<file path="config.mk">
export PLATFORM = sky130hd
export DESIGN_NAME = hazard_ctrl
export DESIGN_NICKNAME = d
export VERILOG_FILES = /design/src/rtl/hazard_ctrl.sv
export SDC_FILE = /design/constraint.sdc
export NUM_CORES = 1
export LEC_CHECK = 0
export BUFFER_PORTS_ARGS = -buffer_cell sky130_fd_sc_hd__buf_2
export CAP_MARGIN = 30
export CORE_AREA = 8 8 45 47
export DETAILED_ROUTE_END_ITERATION = 8
export DIE_AREA = 0 0 53 55
export MAX_ROUTING_LAYER = met4
export SKIP_LAST_GASP = 1
export SYNTH_ARGS = -nofsm -noshare
export SYNTH_HDL_FRONTEND = slang
export SYNTH_SLANG_ARGS = --single-unit
</file>
<file path="constraint.sdc">
create_clock -name clk -period 3.2 [get_ports clk]
set_input_delay 0.32 -clock clk [delete_from_list [all_inputs] [get_ports clk]]
set_output_delay 0.32 -clock clk [all_outputs]
set_load 0.05 [all_outputs]
</file>
<file path="src/rtl/hazard_ctrl.sv">
// Pipeline hazard controller: load-use stall, taken-branch flush and MDU occupancy sequencing.
// Optional performance counters are enabled with `define HAZARD_PERF_CNT_EN.
module hazard_ctrl #(
  parameter int MDU_CYCLES = 4,
  parameter int CNT_W      = $clog2(MDU_CYCLES)
) (
  input  logic        clk,
  input  logic        reset,
  input  logic [4:0]  id_rs,
  input  logic [4:0]  id_rt,
  input  logic        id_uses_rt,
  input  logic [4:0]  ex_rt,
  input  logic        ex_memread,
  input  logic        ex_branch_taken,
  input  logic        ex_mdu_start,
  output logic        pc_en,
  output logic        ifid_en,
  output logic        ifid_flush,
  output logic        idex_en,
  output logic        idex_flush,
  output logic        exmem_flush,
  output logic        mdu_busy,
  output logic        mdu_done
`ifdef HAZARD_PERF_CNT_EN
  ,
  output logic [31:0] stall_cycles,
  output logic [31:0] flush_events
`endif
);

  typedef enum logic {IDLE, BUSY} state_e;

  state_e             state_q, state_d;
  logic [CNT_W-1:0]   cnt_q, cnt_d;
  logic               load_use;

  assign load_use = ex_memread && (ex_rt != 5'd0) &&
                    ((ex_rt == id_rs) || (id_uses_rt && (ex_rt == id_rt)));

  // NOTE: state registers use non-blocking assignments so every flop samples pre-edge values.
  always_ff @(posedge clk or posedge reset) begin
    if (reset) begin
      state_q <= IDLE;
      cnt_q   <= '0;
    end else begin
      state_q <= state_d;
      cnt_q   <= cnt_d;
    end
  end

  // NOTE: every output and next-state signal gets a default first so no latch is inferred.
  always_comb begin
    state_d     = state_q;
    cnt_d       = cnt_q;
    pc_en       = 1'b1;
    ifid_en     = 1'b1;
    ifid_flush  = 1'b0;
    idex_en     = 1'b1;
    idex_flush  = 1'b0;
    exmem_flush = 1'b0;
    mdu_done    = 1'b0;

    unique case (state_q)
      IDLE: begin
        if (ex_branch_taken) begin
          ifid_flush = 1'b1;
          idex_flush = 1'b1;
        end else if (ex_mdu_start) begin
          pc_en       = 1'b0;
          ifid_en     = 1'b0;
          idex_en     = 1'b0;
          exmem_flush = 1'b1;
          state_d     = BUSY;
          cnt_d       = CNT_W'(MDU_CYCLES - 2);
        end else if (load_use) begin
          pc_en      = 1'b0;
          ifid_en    = 1'b0;
          idex_flush = 1'b1;
        end
      end
      BUSY: begin
        // The MDU op owns EX here; branch and load-use inputs are stale and ignored.
        if (cnt_q != '0) begin
          pc_en       = 1'b0;
          ifid_en     = 1'b0;
          idex_en     = 1'b0;
          exmem_flush = 1'b1;
          cnt_d       = cnt_q - CNT_W'(1);
        end else begin
          mdu_done = 1'b1;
          state_d  = IDLE;
        end
      end
      default: state_d = IDLE;
    endcase
  end

  assign mdu_busy = (state_q == BUSY);

`ifdef HAZARD_PERF_CNT_EN
  logic [31:0] stall_cycles_q, flush_events_q;

  always_ff @(posedge clk or posedge reset) begin
    if (reset) begin
      stall_cycles_q <= '0;
      flush_events_q <= '0;
    end else begin
      if (!pc_en)     stall_cycles_q <= stall_cycles_q + 32'd1;
      if (ifid_flush) flush_events_q <= flush_events_q + 32'd1;
    end
  end

  assign stall_cycles = stall_cycles_q;
  assign flush_events = flush_events_q;
`endif

endmodule

</file>
==> metrics.txt <==
status=finished clean; clock sinks=3; Core Region=roughly 1400 µm²; Max Cap Viol=0; critical path class=reg2out; Final Util=0.3725; crit end category=output port; area delta synth->final=57.85%; first-pass GRT wire length=1524 µm; hold crit path type=in2reg; Final Wtd Congestion=roughly 0.75; met3 Usage GRT=0.01872; GR Util All Layers=0.07155; Hold Path End=mdu_busy; min Tclk post-route=roughly 1900 ps; Syn. warnings=0; HP Start=ex_branch_taken; switch share=0.5949; Worst slew margin=0.8263; total length of routed wires=just under 1000 µm; CP required=about 2900 ps; peak fanout along the critical path=2; Row Count=14; switching power=0.2928 mW; TritonCTS buffer count=3; share of cells above drive strength 1=0.4648; vias per cell=between 4 and 5; final setup TNS=0 ps; Worst-path clk slew=~40 ps; number of diodes=0; Startpoint Class=flip-flop; FILL cells=159; CTS tree=done; H-tree Lvls=1; synth unique cells=20; worst skew pair latency=230 ps; RR Startpoint=cnt_q[0]; setup bufs post-CTS=0; Die H=55 µm; critical path, cell by cell=inv_1 -> ha_1 -> and2_1 -> nor4bb_1 -> a21oi_1 -> buf_2; Final Power=between 0.4 and 0.5 mW; Residual DRC=0; grt total ovfl=0; Synth Area per Inst=about 8.4 µm²; register area share after synthesis=0.2299; met2 usage=0.1191; Sequential Power Share=0.149; synthesized cell area=approximately 330 µm²; Pleak=between 0.2 and 0.3 nW; Final ANT Viol Nets=0; Pwr Density=954.8 nW/µm²; GRT busiest layer=met2; worst-case reg-to-reg path depth=5; syn nets=61; fin nets=94; Internal Pwr Total=between 0.15 and 0.2 mW; CP max stage cell=dfrtp_1; commonest non-fill, non-tap cell in the layout=buf_2; Detailed Routing Iterations Pass 1=2; GR Util met1=0.07154; via count=~360; Slew @ Worst Pin=between 200 and 300 ps; Final setup viols=0; Initial Utilization=0.2360; area of the die=between 2000 and 3000 µm²; worst hold slack=348.5 ps; Final Hold Fails=0; routed len/inst=roughly 11 µm; synthesis-stage register bit count=3; worst path arrival time=~1600 ps; initial antenna violation count=0; Pins Over Slew Limit=0; Clk pwr share=0.131; FMAX=526.8 MHz; CTS max path bufs=2; PortBufs=28; Layout Cells excl Fill=87; max incr delay on CP=350 ps; largest net degree at the start of global routing=7; worst clock skew=~0.81 ps; worst r2r dst=cnt_q[1]; vias in the first global route=371; Detailed Route Iter0 Violations=6; dpl cells=a little over 80; Post-DP HPWL=865.7 µm; Final Cycle Share=0.5932; maximum vdd drop=slightly above 0.0004 V; Comb pwr share=0.720; Reg2Reg Setup Slack=between 2000 and 2500 ps; Synth Instances=39; Ports=29; setup repair after global routing missed its margin=false; most frequent cells in the layout=buf_2 (28), xnor2_1 (10), inv_1 (5); Die Span X=53 µm; root buffer cell=clkbuf_4; hold depth=2
metrics by stage:
stage               setup slack (ps)  instance area (µm²)
finish                          1302                515.5
global route                    1114                515.5
CTS                             1281                515.5
detailed placement              1516                479.2
global placement                1544                479.2
floorplan                      97.50                326.6
layout make-up:
type	count	area (µm²)	share of cell area
Clock buffer	4	26.28	0.05097
Inverter	5	18.77	0.03641
Timing Repair Buffer	29	150.1	0.2913
Multi-Input combinational cell	30	225.2	0.4369
Tap cell	16	20.02	0.03883
Sequential cell	3	75.07	0.1456
cell usage after synthesis (all sizes together):
| cell type | number | area share |
|---|---|---|
| nand3 | 1 | 0.015 |
| inv | 5 | 0.057 |
| and2 | 1 | 0.019 |
| nand2b | 2 | 0.038 |
| o21ai | 1 | 0.027 |
| nor4bb | 1 | 0.031 |
| dfrtp | 3 | 0.23 |
| buf | 1 | 0.023 |
| nor2 | 2 | 0.023 |
| ha | 1 | 0.038 |
| o22a | 1 | 0.027 |
| nand4 | 1 | 0.019 |
| a21oi | 1 | 0.015 |
| nor3 | 1 | 0.015 |
| nor2b | 1 | 0.019 |
| mux2i | 1 | 0.031 |
| a41o | 1 | 0.031 |
| xnor2 | 10 | 0.27 |
| o22ai | 1 | 0.038 |
| nand2 | 3 | 0.034 |
worst max-delay path by stage:
stage	from	to	slack (ps)	cells past startpoint
floorplan	mdu_busy	pc_en	100	4
CTS	cnt_q[0]	ifid_en	1280	6
global route	cnt_q[0]	ifid_en	1110	6
global placement	ex_rt[0]	ifid_en	1540	6
finish	cnt_q[0]	pc_en	1300	6
detailed placement	ex_rt[0]	idex_flush	1520	6
metal layers:
metal	part of all wire	vias to the layer above	wire length [µm]
li1	-	193	-
met1	0.38	149	376
met2	0.52	12	508
met3	0.087	2	85
met4	0.0061	0	6
met5	0	-	0
critical path: cells and delay by family (launching register included):
family / cells / cell delay, ps
simple gates: 2 / 410
flops: 1 / 350
buf+inv: 2 / 270
fa+ha+maj: 1 / 190
compound gates: 1 / 120
timing repair:
| action | 4_1_cts | 5_1_grt |
|---|---|---|
| hold endpoints to repair | 3 | 0 |
| hold buffers | 1 | 0 |
| gates resized for setup | 0 | 0 |
sequential cells by signal, summed over array words and instances (netlist names):
name	count
cnt_q	2
mdu_busy	1
logic make-up after synthesis:
group,after synthesis,share of synthesized area
and+or+nand+nor,13,0.2146
xor gates and xnor gates,10,0.2682
buffers and inverters,6,0.08047
AOI/OAI and AO/OA,5,0.1379
DFF,3,0.2299
muxes,1,0.03065
adders and majority gates,1,0.03831
power by group through the flow:
stage | clock network [mW] | registers (mW) | logic (mW)
floorplan | 0 | 0.0945 | 0.264
global placement | 0 | 0.0731 | 0.355
detailed placement | 0 | 0.0738 | 0.357
CTS | 0.0684 | 0.0733 | 0.359
global route | 0.0711 | 0.0779 | 0.380
finish | 0.0646 | 0.0734 | 0.354
(Power assumes the default switching activity.)
